**src/rtl/vga_fb_scheduler.sv**
```systemverilog
// rtl/vga_fb_scheduler.sv - single-port framebuffer arbiter between VGA display fetch and buffered host writes
module vga_fb_scheduler #(
   parameter int FIFO_DEPTH = 4,
   parameter int FB_WORDS   = 19200
) (
   input  logic        clk,
   input  logic        rst,
   input  logic [10:0] x,
   input  logic [10:0] y,
   input  logic        de,
   input  logic        host_valid,
   input  logic [14:0] host_addr,
   input  logic [11:0] host_data,
   output logic        host_ready,
   output logic [14:0] mem_addr,
   output logic        mem_we,
   output logic [11:0] mem_wdata,
   input  logic [11:0] mem_rdata,
   output logic [3:0]  r,
   output logic [3:0]  g,
   output logic [3:0]  b,
   output logic        de_out,
   output logic        addr_err
);

   localparam int AW = (FIFO_DEPTH > 1) ? $clog2(FIFO_DEPTH) : 1;
   localparam int CW = AW + 1;
   localparam logic [CW-1:0] FULL_COUNT = CW'(FIFO_DEPTH);
   localparam logic [14:0]   FB_LAST    = 15'(FB_WORDS - 1);

   // host write queue storage, {addr,data} per entry
   logic [14:0] fifo_addr_q [FIFO_DEPTH];
   logic [11:0] fifo_data_q [FIFO_DEPTH];

   logic [AW-1:0] wr_ptr_q, rd_ptr_q;
   logic [CW-1:0] count_q, count_d;
   logic          ready_q, ready_d;
   logic          slot_q;
   logic          de1_q, de2_q;
   logic [11:0]   pix_q;
   logic          err_q;

   logic [14:0] ycell, xcell, cell_addr;
   logic        slot, push, pop, head_ok;
   logic [14:0] head_addr;
   logic [11:0] head_data;

   // cell address (y>>2)*160 + (x>>2) built from shifts: 160 = 128 + 32
   assign ycell     = {6'd0, y[10:2]};
   assign xcell     = {6'd0, x[10:2]};
   assign cell_addr = (ycell << 7) + (ycell << 5) + xcell;

   // a display slot owns the memory port outright; writes fill every other cycle
   assign slot      = de && (x[1:0] == 2'b00);
   assign push      = host_valid && ready_q;
   assign pop       = !slot && (count_q != '0);
   assign head_addr = fifo_addr_q[rd_ptr_q];
   assign head_data = fifo_data_q[rd_ptr_q];
   assign head_ok   = (head_addr <= FB_LAST);

   // occupancy and the registered ready that follows it
   always_comb begin
      count_d = count_q;
      if (push && !pop) begin
         count_d = count_q + CW'(1);
      end else if (!push && pop) begin
         count_d = count_q - CW'(1);
      end
      ready_d = (count_d != FULL_COUNT);
   end

   // memory port mux: display read, queued write, or idle zeros; forced idle in reset
   always_comb begin
      mem_we    = 1'b0;
      mem_addr  = 15'd0;
      mem_wdata = 12'd0;
      if (!rst) begin
         if (slot) begin
            mem_addr = cell_addr;
         end else if (pop && head_ok) begin
            mem_we    = 1'b1;
            mem_addr  = head_addr;
            mem_wdata = head_data;
         end
      end
   end

   // entry storage needs no reset; pointers and count decide what is valid
   always_ff @(posedge clk) begin
      if (push) begin
         fifo_addr_q[wr_ptr_q] <= host_addr;
         fifo_data_q[wr_ptr_q] <= host_data;
      end
   end

   // queue control, display pipeline and sticky error flag
   always_ff @(posedge clk or posedge rst) begin
      if (rst) begin
         wr_ptr_q <= '0;
         rd_ptr_q <= '0;
         count_q  <= '0;
         ready_q  <= 1'b0;
         slot_q   <= 1'b0;
         de1_q    <= 1'b0;
         de2_q    <= 1'b0;
         pix_q    <= 12'd0;
         err_q    <= 1'b0;
      end else begin
         count_q <= count_d;
         ready_q <= ready_d;
         if (push) begin
            wr_ptr_q <= wr_ptr_q + AW'(1);
         end
         if (pop) begin
            rd_ptr_q <= rd_ptr_q + AW'(1);
            if (!head_ok) begin
               err_q <= 1'b1;
            end
         end
         // memory returns read data one cycle after the slot; capture it then
         slot_q <= slot;
         if (slot_q) begin
            pix_q <= mem_rdata;
         end
         de1_q <= de;
         de2_q <= de1_q;
      end
   end

   assign host_ready = ready_q;
   assign de_out     = de2_q;
   assign r          = de2_q ? pix_q[11:8] : 4'h0;
   assign g          = de2_q ? pix_q[7:4]  : 4'h0;
   assign b          = de2_q ? pix_q[3:0]  : 4'h0;
   assign addr_err   = err_q;

endmodule
```
**config.mk**
```make
export PLATFORM = sky130hd
export DESIGN_NAME = vga_fb_scheduler
export DESIGN_NICKNAME = d
export VERILOG_FILES = /design/src/rtl/vga_fb_scheduler.sv
export SDC_FILE = /design/constraint.sdc
export NUM_CORES = 1
export LEC_CHECK = 0
export ABC_CLOCK_PERIOD_IN_PS = 4500
export CAP_MARGIN = 30
export CORE_ASPECT_RATIO = 1.4
export CORE_MARGIN = 2
export CORE_UTILIZATION = 50
export DETAILED_ROUTE_END_ITERATION = 10
export PLACE_DENSITY = 0.82
export SLEW_MARGIN = 10
export SYNTH_ARGS = -nofsm -noshare
export SYNTH_HDL_FRONTEND = slang
export SYNTH_SLANG_ARGS = --single-unit
```
**constraint.sdc**
```tcl
create_clock -name clk -period 4.5 [get_ports clk]
set_input_delay 0.9 -clock clk [delete_from_list [all_inputs] [get_ports clk]]
set_output_delay 0.9 -clock clk [all_outputs]
set_load 0.01 [all_outputs]
```
==> results of run 1 <==
## cell type report
type,count,area [um2]
Inverter,13,48.8
Sequential cell,132,3840
Clock inverter,15,141
Timing Repair Buffer,130,1240
Tap cell,144,180
Fill cell,775,3550
Multi-Input combinational cell,177,1850
Clock buffer,17,425
## worst register-to-register path: cells and delay by family, from the launching register on
kind | cells | cell delay [ns]
AO/OA/AOI/OAI | 1 | 0.23
adder cells (fa/ha/maj) | 1 | 0.20
flip-flops | 1 | 0.37
AND/OR/NAND/NOR | 3 | 0.81
XOR/XNOR | 1 | 0.21
buffers and inverters | 1 | 0.10
## metal layers
metal | vias up | wire, um | share of wire
li1 | 1575 | - | -
met1 | 1704 | 4510 | 0.37
met2 | 122 | 6680 | 0.55
met3 | 18 | 751 | 0.062
met4 | 0 | 201 | 0.017
met5 | - | 0 | 0
## cells in the final DEF (no fill, tap or decap), drive strengths merged, types with 9 or more instances in the layout
cell type / instances
and2: 25
buf: 26
clkbuf: 18
clkdlybuf4s50: 95
clkinv: 10
dfrtp: 24
edfxtp: 108
ha: 22
inv: 13
mux2: 12
mux4: 27
nand2: 9
o21ai: 13
## worst max-delay path by stage
stage / start / slack [ns] / to
after global placement: y[2] / -0.37 / mem_addr[13]
final: y[5] / 0.08 / mem_addr[12]
after CTS: y[4] / 0.02 / mem_addr[10]
after floorplan: y[2] / 0.75 / mem_addr[14]
after global routing: y[5] / 0.003 / mem_addr[12]
after detailed placement: y[2] / -0.38 / mem_addr[13]
## report_power, final
part           switching (mW)  internal (mW)  total, mW  leakage, nW
combinational           0.645          0.727       1.37         1.37
sequential              0.135           1.58       1.72         1.27
clock                   0.483          0.805       1.29        0.266
total                    1.26           3.12       4.38         2.90
## state kept, by name, indices dropped and copies added (netlist names)
signal and count:
slot_q 1, de1_q 1, host_ready 1, addr_err 1, count_q 3, de_out 1
pix_q 12, fifo_data_q 48, fifo_addr_q 60, wr_ptr_q 2, rd_ptr_q 2
## per-stage QoR
| step | setup slack (ns) | instance area [um2] | power (mW) | TNS (ns) | utilization |
|---|---|---|---|---|---|
| floorplan | 0.755 | 5780 | 2.55 | 0 | - |
| global placement | -0.368 | 7120 | 3.05 | -1.35 | 0.631 |
| CTS | 0.0184 | 7710 | 4.43 | 0 | 0.683 |
| global route | 0.00258 | 7730 | 4.59 | 0 | 0.685 |
| finish | 0.0789 | 7730 | 4.38 | 0 | 0.685 |
| detailed placement | -0.382 | 7120 | 3.11 | -1.56 | 0.631 |
## cell families after synthesis
kind of cell	share of synthesized area
flip-flops	0.665
AO/OA/AOI/OAI	0.0521
multiplexers	0.130
AND/OR/NAND/NOR	0.0571
XOR/XNOR	0.0151
adder cells (fa/ha/maj)	0.0614
buffers and inverters	0.0195
## repair_timing
item,in CTS,in global routing
pin swaps,4,4
gates resized for setup,12,11
setup buffers,2,1
setup endpoints to repair,6,5
==> run summary, run 1 <==
Status: finished, final reports clean
Gpl congestion: 0.827
Max Freq: 0.226 GHz
GR peak layer: met2
VDD IR-drop max: 367 uV
Leakage power: 2.90 nW
Syn Nets: 423
Core area: 11300 um2
Die height: 131 um
Final Hold Slack: 0.359 ns
Post-DP HPWL: 8.02 mm
Primary FF master, synth: edfxtp_1
Largest net degree at the start of global routing: 28
Worst Path Required: 3.60 ns
CP max stage delay: 0.51 ns
Cell count of the worst hold path: 0
Mapped cell area: 5780 um2
Vias: 3419
CTS Buf Count: 17
Total GRT Usage: 0.205
TritonRoute pass-1 iters: 4
Routed WL: 12.1 mm
Row cnt: 46
Routing usage on met1: 0.221
Iter 0 DRT Violations: 177
Clock Latency Late Sink: 0.41 ns
Syn-to-layout area delta: 33.6%
Worst Hold End: de_out
PwrDens: 567 nW/um2
Most numerous cell in the Yosys netlist: edfxtp_1
Top-area cell type share of the netlist area: 0.561
Yosys top cell by area: edfxtp_1
H-Tree Depth: 4
Buf/Inv on CP: 4
Worst slew margin: 0.537
Share of cells above drive strength 1: 0.213
Sequential area share after synthesis: 0.665
Worst-margin pin slew: 0.694 ns
Async SR Flop Fraction: 0.182
RSZ-0062 raised after global routing: no
Final Skew: 0.00371 ns
Root Driver: clkbuf_16
Cell mode on critical path: buf_4
Hold_buf cts: 0
Largest cells by area after synthesis: edfxtp_1, mux4_2, dfrtp_1
Final cell count without fillers: 628
CP Depth: 11
CP Cell Sequence: clkdlybuf4s50_1 > fa_1 > ha_1 > nand2b_4 > a21oi_2 > buf_4 > buf_4 > o21a_1 > or3_1 > a32o_1 > buf_2
Hold Path Class: register to register
Cell family with most CP delay: buffers and inverters
M2 GR Usage: 0.368
Final hold viol count: 0
CTS tree: done
Placed insts: 593
CTS max path bufs: 2
Post-synth cell types: 40
Critical Path AT: 3.52 ns
Final antenna-violating net count: 0
Register-to-Register Path Depth: 7
Final Cycle Share: 0.982
Max-cap violations: 0
Setup Viol. Count Final: 0
Antenna fix cells: 0
Initial antenna violation count: 0
Kind of critical path: primary input to primary output
Fin nets: 561
Post-synth top cells: edfxtp_1, mux4_2, and2_1
Setup slack, reg-to-reg: 2.47 ns
Final min period: 4.42 ns
Crit Reg-Reg Endpoint: host_ready
Vias in the first global route: 3794
HP Start: de1_q
Met3 GRT Util: 0.0568
GRT overflow: 0
Avg Inst Size Synth: 17.4 um2
DR vias/cell: 5.44
Peak fanout along the critical path: 2
Port buffer count: 105
Worst setup SP type: primary input
Clock transition at the registers of the reported paths: 0.05 ns
Count of final max-slew check failures: 0
Crit end category: primary output
Total die area: 12500 um2
Wire per inst: 19.3 um
Slowest cell on crit path: clkdlybuf4s50_1
Starting density of the core: 0.513
EDFF count, synth: 108
Number of register bits inferred by synthesis: 132
Die Wd: 94.9 um
DRC: 0
First-pass GRT wire length: 18.9 mm
Io pins: 108
Synthesis Warnings: 0
Reg-to-Reg Start: count_q[0]
Cells after synthesis: 333
CTS Sinks: 132
Note: power is estimated with default switching activity, not from simulation.
==> inputs of run 2 (changes only) <==
--- a/config.mk
+++ b/config.mk
@@ -12,7 +12,7 @@
 export CORE_UTILIZATION = 50
 export DETAILED_ROUTE_END_ITERATION = 10
 export PLACE_DENSITY = 0.82
-export SLEW_MARGIN = 10
+export SLEW_MARGIN = 20
 export SYNTH_ARGS = -nofsm -noshare
 export SYNTH_HDL_FRONTEND = slang
 export SYNTH_SLANG_ARGS = --single-unit
==> results of run 2 <==
Same layout as run 1: the final DEF is identical, and so are final timing and power.
==> inputs of run 3 (changes only) <==
--- a/config.mk
+++ b/config.mk
@@ -12,6 +12,7 @@
 export CORE_UTILIZATION = 50
 export DETAILED_ROUTE_END_ITERATION = 10
 export PLACE_DENSITY = 0.82
+export SETUP_SLACK_MARGIN = 0.1
 export SLEW_MARGIN = 20
 export SYNTH_ARGS = -nofsm -noshare
 export SYNTH_HDL_FRONTEND = slang
==> run 3 against run 2 <==
Against the previous run: final area up 0.74%; die area unchanged; clock-buffer cell count unchanged; cell count up 0.48%; critical path type unchanged; critical endpoint unchanged.
==> run summary, run 3 (synthesis gave the netlist of run 1 again) <==
Vias: 3447 (+0.82%)
Share of cells above drive strength 1: 0.224 (+0.0110)
CP max stage delay: 0.48 ns (-0.03 ns)
Hold_buf cts: 0 (unchanged)
Final Util: 0.690 (+0.00510)
DR vias/cell: 5.46 (+0.34%)
Internal Pwr Total: 3.13 mW (+0.43%)
Initial antenna violation count: 0 (unchanged)
Final hold viol count: 0 (unchanged)
Critical Path AT: 3.44 ns (-0.08 ns)
Buf/Inv on CP: 4 (unchanged)
TritonRoute pass-1 iters: 4 (unchanged)
Switching power: 1.27 mW (+0.58%)
CTS Buf Count: 17 (unchanged)
Leading cell types in the layout, fill and taps excluded: edfxtp_1, clkdlybuf4s50_1, buf_4, mux4_2, and2_1
VDD IR-drop max: 367 uV (-0.13%)
TNS Setup: 0 ns (unchanged)
Largest net degree at the start of global routing: 28 (unchanged)
CTS max path bufs: 2 (unchanged)
Count of final max-slew check failures: 0 (unchanged)
Cell family with most CP delay: buffers and inverters
Routed WL: 12.3 mm (+0.96%)
Final antenna-violating net count: 0 (unchanged)
Row cnt: 46 (unchanged)
Register-to-Register Path Depth: 7 (unchanged)
RSZ-0062 raised after global routing: no
Wire per inst: 19.4 um (+0.48%)
CP Depth: 11 (unchanged)
Vias in the first global route: 3807 (+0.34%)
Hold Path Class: register to register
Status: finished, final reports clean
Cell mode on critical path: buf_4
Setup slack, reg-to-reg: 2.47 ns (about the same)
Post-DP HPWL: 8.02 mm (unchanged)
Clock Latency Late Sink: 0.41 ns (about the same)
FF/Latch Area: 3840 um2 (unchanged)
Design Area, Final: 7780 um2 (+0.74%)
Clk pwr share: 0.293 (about the same)
GRT overflow: 0 (unchanged)
Filler Cell Count: 764 (-1.4%)
Worst Path Required: 3.60 ns (about the same)
Fin nets: 564 (+0.53%)
Final Skew: 0.00470 ns (+0.000993 ns)
Core area: 11300 um2 (unchanged)
Clock transition at the registers of the reported paths: 0.05 ns (about the same)
Final Hold Slack: 0.359 ns (+0.0000370 ns)
Worst slew margin: 0.516 (-0.0215)
CTS Sinks: 132 (unchanged)
Switching Share: 0.289 (+0.000298)
Max-cap violations: 0 (unchanged)
Commonest non-fill, non-tap cell in the layout: edfxtp_1
First-pass GRT wire length: 19.0 mm (+0.77%)
CTS tree: done
Syn-to-layout area delta: 34.6%
Die height: 131 um (unchanged)
Crit Reg-Reg Endpoint: host_ready
Setup crit start: x[10]
Logic pwr share: 0.316 (+0.003)
Leakage power: 2.90 nW (about the same)
Max FFs per register: 60 (unchanged)
Reg-to-Reg Start: count_q[0]
Setup Viol. Count Final: 0 (unchanged)
Worst-margin pin slew: 0.726 ns (+0.0322 ns)
Crit end category: primary output
Largest Register: fifo_addr_q
Total GRT Usage: 0.206 (+0.00110)
Final min period: 4.34 ns (-0.0816 ns)
Antenna fix cells: 0 (unchanged)
End point of the critical path: mem_addr[12]
Largest regs: fifo_addr_q (60), fifo_data_q (48), pix_q (12)
Area of the multi-input gates: 1890 um2 (+2.1%)
Final Cycle Share: 0.964 (-0.0181)
DRC: 0 (unchanged)
Worst setup SP type: primary input
Starting density of the core: 0.513 (unchanged)
Area of placed instances: 7120 um2 (unchanged)
PwrDens: 565 nW/um2 (-0.27%)
Iter 0 DRT Violations: 210 (+19%)
Gpl congestion: 0.827 (unchanged)
Root Driver: clkbuf_16
Port buffer count: 105 (unchanged)
Io pins: 108 (unchanged)
Kind of critical path: primary input to primary output
CP Cell Sequence: clkdlybuf4s50_1 > fa_1 > ha_4 > nand2b_4 > a21oi_4 > buf_4 > buf_4 > o21a_1 > or3_1 > a32o_1 > buf_2
Slowest cell on crit path: clkdlybuf4s50_1
Sequential power share: 0.391 (-0.002)
Total die area: 12500 um2 (unchanged)
H-Tree Depth: 4 (unchanged)
Peak fanout along the critical path: 2 (unchanged)
Max Freq: 0.230 GHz (+1.9%)
Die Wd: 94.9 um (unchanged)
-- run 3: worst min path at each step --
stage / startpoint / end / slack (ns) / cells past startpoint
final: de1_q / de_out / 0.36 / 0
after CTS: de1_q / de_out / 0.36 / 0
after floorplan: de1_q / de_out / 0.33 / 0
after global routing: de1_q / de_out / 0.37 / 0
after detailed placement: de1_q / de_out / 0.35 / 0
after global placement: de1_q / de_out / 0.34 / 0
-- run 3: repair_timing --
item                       in CTS  in global routing
pin swaps                       8                  7
setup endpoints to repair       6                  3
resized for setup              22                  5
buffers inserted                3                  3
-- run 3: layer usage --
layer | wire length, um | vias up | share of wire | global-route usage
met4 | 243 | 0 | 0.020 | 0.0853
met1 | 4590 | 1723 | 0.37 | 0.224
met2 | 6750 | 124 | 0.55 | 0.370
met3 | 680 | 26 | 0.055 | 0.0545
li1 | - | 1574 | - | -
met5 | 0 | - | 0 | 0
-- run 3: power by group through the flow --
stage / Combinational [mW] / Clock [mW] / Sequential [mW]
5_1_grt: 1.50 / 1.37 / 1.75
2_1_floorplan: 0.897 / 0 / 1.66
6_report: 1.39 / 1.29 / 1.72
3_5_place_dp: 1.37 / 0 / 1.75
3_3_place_gp: 1.33 / 0 / 1.72
4_1_cts: 1.40 / 1.31 / 1.73
-- run 3: area by class of cell --
| type | instances | share of cell area |
|---|---|---|
| Inverter | 13 | 0.00627 |
| Clock buffer | 17 | 0.0546 |
| Sequential cell | 132 | 0.494 |
| Clock inverter | 15 | 0.0182 |
| Timing Repair Buffer | 133 | 0.161 |
| Tap cell | 144 | 0.0231 |
| Multi-Input combinational cell | 177 | 0.243 |
-- run 3: worst register-to-register path: stages, from the launching register on --
cell	delay (ns)
dfrtp_1	0.37
inv_1	0.10
ha_1	0.20
nor2b_1	0.16
or2_1	0.27
o22ai_1	0.23
xor2_1	0.21
or3b_1	0.38
-- run 3: stage by stage --
| step | cells | setup WS, ns | total power, mW |
|---|---|---|---|
| final | 631 | 0.160 | 4.40 |
| after global routing | 631 | 0.109 | 4.61 |
| after CTS | 628 | 0.107 | 4.44 |
| after detailed placement | 593 | -0.382 | 3.11 |
| after global placement | 593 | -0.368 | 3.05 |
| after floorplan | 333 | 0.755 | 2.55 |
